**src/rtl/seq_comparator.sv**
```systemverilog
// seq_comparator: multi-cycle MSB-first magnitude comparator, DIGIT bits per cycle, signed or unsigned
// Ports: clk, rst (async, active-high); start/dA/dB/signedMode in; busy/done/equal/less/greater out.
// Optional EARLY_EXIT_EN: finish at the first differing digit instead of always after N digits.
module seq_comparator #(
  parameter int WIDTH = 8,
  parameter int DIGIT = 2
) (
  input  logic             clk,
  input  logic             rst,
  input  logic             start,
  input  logic [WIDTH-1:0] dA,
  input  logic [WIDTH-1:0] dB,
  input  logic             signedMode,
  output logic             busy,
  output logic             done,
  output logic             equal,
  output logic             less,
  output logic             greater
);
  localparam int N = WIDTH / DIGIT;
  localparam int CW = N > 1 ? $clog2(N) : 1;
  typedef enum logic {IDLE, COMPARE} state_e;
  // ord encodes the verdict so far: 00 equal, 01 less, 10 greater
  state_e           state_q, state_d;
  logic [WIDTH-1:0] a_q, a_d, b_q, b_d;
  logic [CW-1:0]    cnt_q, cnt_d;
  logic [1:0]       ord_q, ord_d, ord_n;
  logic             done_q, done_d, eq_q, eq_d, lt_q, lt_d, gt_q, gt_d;
  logic [DIGIT-1:0] da, db;
  logic             last, diff, fin;
  logic [WIDTH-1:0] msb;
  assign msb = {1'b1, {(WIDTH-1){1'b0}}};
  always_comb begin
    da = a_q[WIDTH-1 -: DIGIT];
    db = b_q[WIDTH-1 -: DIGIT];
    diff = ord_q == 2'b00 && da != db;
    ord_n = ord_q != 2'b00 ? ord_q : da < db ? 2'b01 : da > db ? 2'b10 : 2'b00;
    last = cnt_q == CW'(N - 1);
`ifdef EARLY_EXIT_EN
    fin = last || diff;
`else
    fin = last;
`endif
    state_d = state_q;
    a_d = a_q;
    b_d = b_q;
    cnt_d = cnt_q;
    ord_d = ord_q;
    done_d = 1'b0;
    eq_d = eq_q;
    lt_d = lt_q;
    gt_d = gt_q;
    if (state_q == IDLE) begin
      if (start) begin
        // flipping the sign bit maps two's complement order onto unsigned order
        state_d = COMPARE;
        a_d = signedMode ? dA ^ msb : dA;
        b_d = signedMode ? dB ^ msb : dB;
        cnt_d = '0;
        ord_d = 2'b00;
      end
    end else begin
      a_d = a_q << DIGIT;
      b_d = b_q << DIGIT;
      ord_d = ord_n;
      cnt_d = fin ? '0 : cnt_q + CW'(1);
      if (fin) begin
        state_d = IDLE;
        done_d = 1'b1;
        eq_d = ord_n == 2'b00;
        lt_d = ord_n == 2'b01;
        gt_d = ord_n == 2'b10;
      end
    end
  end
  always_ff @(posedge clk or posedge rst) begin
    if (rst) begin
      state_q <= IDLE;
      a_q <= '0;
      b_q <= '0;
      cnt_q <= '0;
      ord_q <= 2'b00;
      done_q <= 1'b0;
      eq_q <= 1'b0;
      lt_q <= 1'b0;
      gt_q <= 1'b0;
    end else begin
      state_q <= state_d;
      a_q <= a_d;
      b_q <= b_d;
      cnt_q <= cnt_d;
      ord_q <= ord_d;
      done_q <= done_d;
      eq_q <= eq_d;
      lt_q <= lt_d;
      gt_q <= gt_d;
    end
  end
  assign busy = state_q == COMPARE;
  assign done = done_q;
  assign equal = eq_q;
  assign less = lt_q;
  assign greater = gt_q;
endmodule

```
**config.mk**
```make
export PLATFORM = sky130hd
export DESIGN_NAME = seq_comparator
export DESIGN_NICKNAME = d
export VERILOG_FILES = /design/src/rtl/seq_comparator.sv
export SDC_FILE = /design/constraint.sdc
export NUM_CORES = 1
export LEC_CHECK = 0
export CAP_MARGIN = 20
export CORE_ASPECT_RATIO = 1.4
export CORE_MARGIN = 8
export CORE_UTILIZATION = 49
export DETAILED_ROUTE_END_ITERATION = 8
export PLACE_DENSITY = 0.78
export SYNTH_ARGS = -nofsm -noshare
export SYNTH_HDL_FRONTEND = slang
export SYNTH_SLANG_ARGS = --single-unit
```
**constraint.sdc**
```tcl
create_clock -name clk -period 1.8 [get_ports clk]
set_clock_uncertainty 0.2 [all_clocks]
set_input_delay 0.36 -clock clk [delete_from_list [all_inputs] [get_ports clk]]
set_output_delay 0.36 -clock clk [all_outputs]
set_load 0.01 [all_outputs]
```
# == After elaboration in Yosys (flattened, before gate mapping) ==
# Index checks and enable logic that the tools add are counted.
# totals
n_memories,0
mem_bits_rw,0
in_bits,20
register_bits,25
wordCells,39
mem_bits_ro,0
latch_bits,0
# classes
multipliers,0
bitwise,2
n_eq_ne,3
magnitude_cmp,2
n_div,0
muxes,18
addsub,1
reduce_logical,4
n_shift,0
# op_table
op,n
8-bit two-way mux,6
2-bit two-way mux,7
1-bit two-way mux,5
2-bit equality test (second input constant),2
2-bit nonzero test,2
2-bit by 1-bit adder with 2-bit output (second input constant),1
2-bit by 1-bit equality test with 1-bit output (second input constant),1
2-bit greater-than comparator,1
2-bit logical NOT,1
2-bit less-than comparator,1
1-bit NOT,2
2-bit AND reduction,1

# == Logic depth before layout (Yosys ltp) ==
# Gate-level depths: netlist of run 1.
# depth
depth_word,5
mapped_depth,5
mapped_depth_nobuf,5

# == Worst setup path after synthesis of run 1 ==
# OpenSTA, ideal clock, no wires.
# synth_path
kind,register -> register
from,reg a_q[7]
to,"reg gt_q, in the netlist greater"
slack_ns,0.369
setup_time_ns,0.128
stages_incl_launch_ff,5
n_path_buf,0
t_arrival_ns,1.103
cell_sequence,dfrtp_1 -> ha_1 -> nand2b_1 -> nor3b_1 -> o41ai_2
# synth_between
elab_chain_len,5
# synth_lines
element,line,rtl
"start, declared",25,"logic [WIDTH-1:0] a_q, a_d, b_q, b_d;"
"start signal, assigned",79,a_q <= '0;
"start signal, assigned",89,a_q <= a_d;
2-bit greater-than comparator,37,ord_n = ord_q != 2'b00 ? ord_q : da < db ? 2'b01 : da > db ? 2'b10 : 2'b00;
2-bit two-way mux,37,
2-bit two-way mux (*) (2 in series),37,
2-bit equality test (*),72,gt_d = ord_n == 2'b10;
"end signal, assigned",96,gt_q <= gt_d;
"end, declared",28,"logic done_q, done_d, eq_q, eq_d, lt_q, lt_d, gt_q, gt_d;"
# Mark *: on every way between the ends. The rest lies on a longest branch, timed or not.
# A chain may end at the register's enable or synchronous reset.

# == Worst setup path after layout of run 1 ==
# layout_path
from,"reg done_q, in the netlist done"
to,out done
# layout_rtl
element,line,rtl
"start, declared",28,
"start signal, assigned",93,done_q <= done_d;
"end, declared",15,"output logic done,"
# No word-level cell between the ends.

==> out/qor.csv, run 1 <==
stage;metric;value;unit
routing;drc_errors;0;
floorplanning;fp.dieW;57.1;um
sta;fin_crit;1.76;ns
run_status;status;complete, no violations;
sta;setup_viol;0;
synth;ys_seq_area_share;54.1;%
sta;fmaxAchievable;568;MHz
min_path;worstHoldPathType;input port to asynchronous set/reset pin;
setup_path;required;1.24;ns
routing;first_iter_violations;15;
setup_path;regToRegSetupSlack;0.26;ns
floorplanning;num_rows;21;
setup_path;critPathKind;flip-flop to output pin;
cells_and_area;insertedDiodeCount;0;
setup_path;r2r_cells;4;
routing;routed_wl;2.09;mm
floorplanning;io_pins;25;
synth;synthCells;108;
synth;yosys.cell_types.count;23;
floorplanning;core;0.00231;mm^2
clock_tree;cts_buffers;3;
setup_path;critical_path_arrival;1.20;ns
pwr;finalPower;1.91;mW
synth;syn_area;0.00116;mm^2
routing;ant_nets;0;
setup_path;cp.depth;1;
sta;setup-tns-final;0;ns
sta;max_slew_margin;76.2;%
pwr;ir_drop;887;uV
routing;vias;836;
clock_tree;root_buffer;clkbuf_4;
global_route;antenna_found_initial;0;
place;dp_hpwl;1.58;mm
synth;ys_ff_latch;25;
clock_tree;cts.sinks;25;
cells_and_area;final_common_cell;dfrtp_1;
routing;drt-wirelength-per-cell;13.2;um
setup_path;cp_slowest_stage_delay;0.53;ns
clock_tree;cts_tree;done;
synth;yosysWarnings;0;
setup_path;crit_start;done$_DFF_PP0_;
floorplanning;die_h;73.5;um
setup_path;critPathMaxFanout;1;
clock_tree;cts_buffer_depth;2;
sta;rsz0062_at_grt;false;
global_route;grt_pass1_wl;3.77;mm
synth;syn_area_per_cell;10.7;um^2
setup_path;crit_family;buffers and inverters;
place;gp_congestion;0.774;
place;numPortBuffers;24;
setup_path;reg2reg_from;a_q[7]$_DFFE_PP0P_;
synth;syn-num-nets;131;
clock_tree;clkLatencyLatePin;0.33;ns
clock_tree;postCtsHoldBufs;0;
cells_and_area;final_cell_mix;dfrtp_1, clkdlybuf4s50_1, nand2_1;
setup_path;slowest_stage;clkdlybuf4s50_1;
setup_path;r2r-end;ord_q[0]$_DFFE_PP0P_;
cells_and_area;syn_to_final_growth;25.9;%
pwr;power_density;1310;mW/mm^2
global_route;grt_overflow;0;
sta;slew_violations;0;
setup_path;critPathLaunchType;flip-flop;
clock_tree;htree_num_levels;1;
setup_path;cp_cell_sequence;clkdlybuf4s50_1;
global_route;grt_pass1_vias;889;
setup_path;cp-end-kind;output pin;
flow_run;cap_violations;0;
floorplanning;die_area;0.00420;mm^2
clock_tree;clk_pin_slew;0.15;ns
routing;vias_per_cell;5.29;
global_route;grt_usage;10.8;%
pwr;total_leakage_power;0.709;nW
setup_path;crit_path_end;done;
sta;tightest_slew;0.357;ns
sta;hold_viol;0;
floorplanning;initial_utilization;50.1;%
cells_and_area;drive_above_1_share;8.15;%
setup_path;cp_num_buf_inv;1;
routing;drt-pass1-iter-count;4;
sta;period_share;97.9;%
global_route;grt_max_degree;34;
cells_and_area;fin_nets;159;
-- metrics by stage --
| stage | instance area, um^2 | worst slack, ns | cells | utilization [%] | hold WS (ns) |
|---|---|---|---|---|---|
| 6_report | 1460 | 0.0385 | 158 | 63.0 | 0.161 |
| 5_1_grt | 1460 | 0.00188 | 158 | 63.0 | 0.216 |
| 4_1_cts | 1460 | 0.0219 | 158 | 63.0 | 0.174 |
| 3_5_place_dp | 1430 | 0.0768 | 154 | 62.0 | 0.267 |
| 3_3_place_gp | 1430 | 0.107 | 154 | 62.0 | 0.263 |
| 2_1_floorplan | 1160 | 0.369 | 108 | - | 0.187 |
-- synth_stat cells --
| cell | instances | area (um^2) |
|---|---|---|
| dfrtp_1 | 25 | 626 |
| nand2_1 | 18 | 67.6 |
| mux2i_1 | 16 | 160 |
| o21ai_0 | 11 | 55.1 |
| inv_1 | 7 | 26.3 |
| nor2_1 | 5 | 18.8 |
| o21ai_1 | 4 | 20.0 |
| ha_1 | 3 | 37.5 |
| a21oi_1 | 2 | 10.0 |
| buf_2 | 2 | 10.0 |
| buf_6 | 2 | 22.5 |
| xor2_1 | 2 | 17.5 |
| a22o_1 | 1 | 8.76 |
| a32o_1 | 1 | 10.0 |
| clkbuf_1 | 1 | 3.75 |
| nand2_2 | 1 | 6.26 |
| nand2b_1 | 1 | 6.26 |
| nand3_1 | 1 | 5.00 |
| nor3_1 | 1 | 5.00 |
| nor3b_1 | 1 | 7.51 |
| o21ba_2 | 1 | 10.0 |
| o31ai_1 | 1 | 7.51 |
| o41ai_2 | 1 | 16.3 |
-- cells by family (layout without fill, tap and decap cells) --
kind of cell               Yosys count  after routing  synth area share [%]
and+or+nand+nor                     28             28                  10.1
buffers and inverters               12             39                  5.41
DFF                                 25             25                  54.1
muxes                               16             16                  13.8
adders and majority gates            3              3                  3.24
xor gates and xnor gates             2              2                  1.51
AOI/OAI and AO/OA                   22             22                  11.9
-- per-layer routing --
metal  part of all wire, %  routed length (um)  GRT usage, %
met5                     0                   0             0
met4                   1.3                  27          3.93
met3                   4.6                  95          2.42
met2                    48                1010          17.3
met1                    46                 957          13.9
-- registers in the layout, summed over array words and instances (netlist names) --
register,flops
cnt_q,2
equal,1
a_q,8
less,1
b_q,8
greater,1
done,1
busy,1
ord_q,2
-- worst min-delay path by stage --
stage               depth (start not counted)             endpoint  slack [ns]                start
floorplan                                   1   a_q[0]$_DFFE_PP0P_        0.19                  rst
global placement                            2     less$_DFFE_PP0P_        0.26     less$_DFFE_PP0P_
global route                                3   b_q[1]$_DFFE_PP0P_        0.22                  rst
CTS                                         3   b_q[3]$_DFFE_PP0P_        0.17                  rst
finish                                      3   b_q[1]$_DFFE_PP0P_        0.16                  rst
detailed placement                          2  greater$_DFFE_PP0P_        0.27  greater$_DFFE_PP0P_
-- where the power goes --
part | internal, mW | switching, mW | total (mW)
registers | 0.781 | 0.128 | 0.909
logic | 0.344 | 0.400 | 0.743
clock network | 0.0850 | 0.176 | 0.261
total | 1.21 | 0.704 | 1.91
-- what timing repair did --
action,CTS,global route
setup endpoints to repair,4,0
resized for setup,4,0
setup buffers,0,0
-- cell type report --
class                      count  area, um^2
clock buffer                   3        22.5
clock inverter                 1        7.51
fill                         196         855
inverter                       7        26.3
multi-input combinational     71         469
sequential                    25         626
tap                           23        28.8
timing repair buffer          28         278
Power figures use the tool's default switching activity.
==> run 2: changes to the inputs <==
- CAP_MARGIN: 20 -> unset
==> results of run 2 <==
Final layout, timing and power as in run 1 (identical DEF).
==> run 3: changes to the inputs <==
- CORE_ASPECT_RATIO: 1.4 -> 1.2
==> out/qor.csv, run 3 (synthesis gave the netlist of run 1 again) <==
stage;metric;value;unit
setup_path;crit_family;buffers and inverters;
routing;top_layer;met4;
cells_and_area;final_common_cell;dfrtp_1;
floorplanning;io_pins;25;
floorplanning;die_h;69.2;um
global_route;antenna_found_initial;0;
sta;hold_viol;0;
place;place_ws;0.0460;ns
sta;max_slew_margin;77.9;%
global_route;grt_pass1_vias;868;
pwr;total_leakage_power;0.725;nW
routing;dr_wl_met3;89;um
global_route;grt_max_degree;34;
flow_run;cap_violations;0;
routing;first_iter_violations;10;
routing;drt-pass1-iter-count;4;
clock_tree;cts_tree;done;
floorplanning;fp.dieW;60.4;um
clock_tree;cts_buffers;3;
setup_path;reg2reg_from;a_q[7]$_DFFE_PP0P_;
clock_tree;cts_buffer_depth;2;
cells_and_area;drive_above_1_share;8.82;%
place;numPortBuffers;24;
sta;rsz0062_at_grt;false;
routing;drt-wirelength-per-cell;12.4;um
sta;fmaxAchievable;570;MHz
setup_path;critPathLaunchType;flip-flop;
floorplanning;initial_utilization;51.2;%
clock_tree;clk_pin_slew;0.14;ns
global_route;grt_overflow;0;
cells_and_area;top_regs;a_q x8, b_q x8;
setup_path;cp_cell_sequence;clkdlybuf4s50_1;
sta;tightest_slew;0.331;ns
routing;met2_length;1.05;mm
floorplanning;die_area;0.00418;mm^2
routing;vias_per_cell;4.88;
place;dp_hpwl;1.54;mm
setup_path;regToRegSetupSlack;0.27;ns
setup_path;cp.depth;1;
clock_tree;root_buffer;clkbuf_4;
floorplanning;num_rows;19;
cells_and_area;syn_to_final_growth;26.5;%
setup_path;critPathKind;flip-flop to output pin;
setup_path;required;1.24;ns
routing;vias;815;
sta;fin_hold_ws;0.171;ns
pwr;ir_drop;793;uV
routing;routed_wl;2.08;mm
setup_path;cp_slowest_stage_delay;0.53;ns
setup_path;cp_num_buf_inv;1;
setup_path;r2r-end;greater$_DFFE_PP0P_;
setup_path;r2r_cells;4;
place;gp_congestion;0.816;
min_path;worstHoldPathType;input port to asynchronous set/reset pin;
routing;ant_nets;0;
pwr;power_density;1300;mW/mm^2
run_status;status;complete, no violations;
cells_and_area;insertedDiodeCount;0;
global_route;grt_usage;11.1;%
routing;drc_errors;0;
cells_and_area;final_cell_mix;dfrtp_1, clkdlybuf4s50_1, nand2_1;
clock_tree;cts.sinks;25;
sta;slew_violations;0;
sta;layout_setup_ws;0.0446;ns
setup_path;critical_path_arrival;1.20;ns
clock_tree;post_cts_buffers;0;
cells_and_area;fin_nets;160;
floorplanning;core;0.00226;mm^2
sta;period_share;97.5;%
sta;setup-tns-final;0;ns
setup_path;crit_start;done$_DFF_PP0_;
clock_tree;htree_num_levels;1;
clock_tree;postCtsHoldBufs;0;
setup_path;slowest_stage;clkdlybuf4s50_1;
routing;met1_length;931;um
sta;setup_viol;0;
global_route;grt_pass1_wl;3.68;mm
clock_tree;clkLatencyLatePin;0.32;ns
sta;fin_crit;1.76;ns
setup_path;critPathMaxFanout;1;
setup_path;cp-end-kind;output pin;
## run 3: how the worst max path moves through the flow
stage          slack [ns]              endpoint
3_5_place_dp         0.05    b_q[5]$_DFFE_PP0P_
6_report             0.04                  done
4_1_cts             0.004                 equal
3_3_place_gp         0.08  ord_q[1]$_DFFE_PP0P_
5_1_grt             0.004                  done
2_1_floorplan        0.37   greater$_DFFE_PP0P_
## run 3: power breakdown
part / internal [mW] / total, mW / leakage (nW) / switching, mW
sequential: 0.781 / 0.910 / 0.322 / 0.129
combinational: 0.348 / 0.746 / 0.386 / 0.398
clock: 0.0831 / 0.249 / 0.0177 / 0.166
## run 3: metal layers
layer  vias to the layer above  track usage (%)
li1                        417                -
met1                       381             13.6
met2                        15             17.7
met3                         2             2.41
met4                         0             4.79
met5                         -                0
## run 3: cell type report
type,instances,area (um^2)
Clock buffer,3,22.5
Clock inverter,1,5.00
Fill cell,184,795
Inverter,7,26.3
Multi-Input combinational cell,71,469
Sequential cell,25,626
Tap cell,31,38.8
Timing Repair Buffer,29,277
## run 3: per-stage QoR
step                      instance area [um^2]  power, mW  instances  utilization [%]
after floorplan                           1160       1.44        108                -
after global placement                    1440       1.67        163             63.7
after detailed placement                  1440       1.71        163             63.7
after CTS                                 1460       1.94        167             64.7
after global routing                      1460       2.08        167             64.8
final                                     1460       1.91        167             64.8
## run 3: what timing repair did
item                                   4_1_cts  5_1_grt
resized for setup                            3        1
setup endpoints to repair                    3        1
endpoints found under the hold margin        0        0
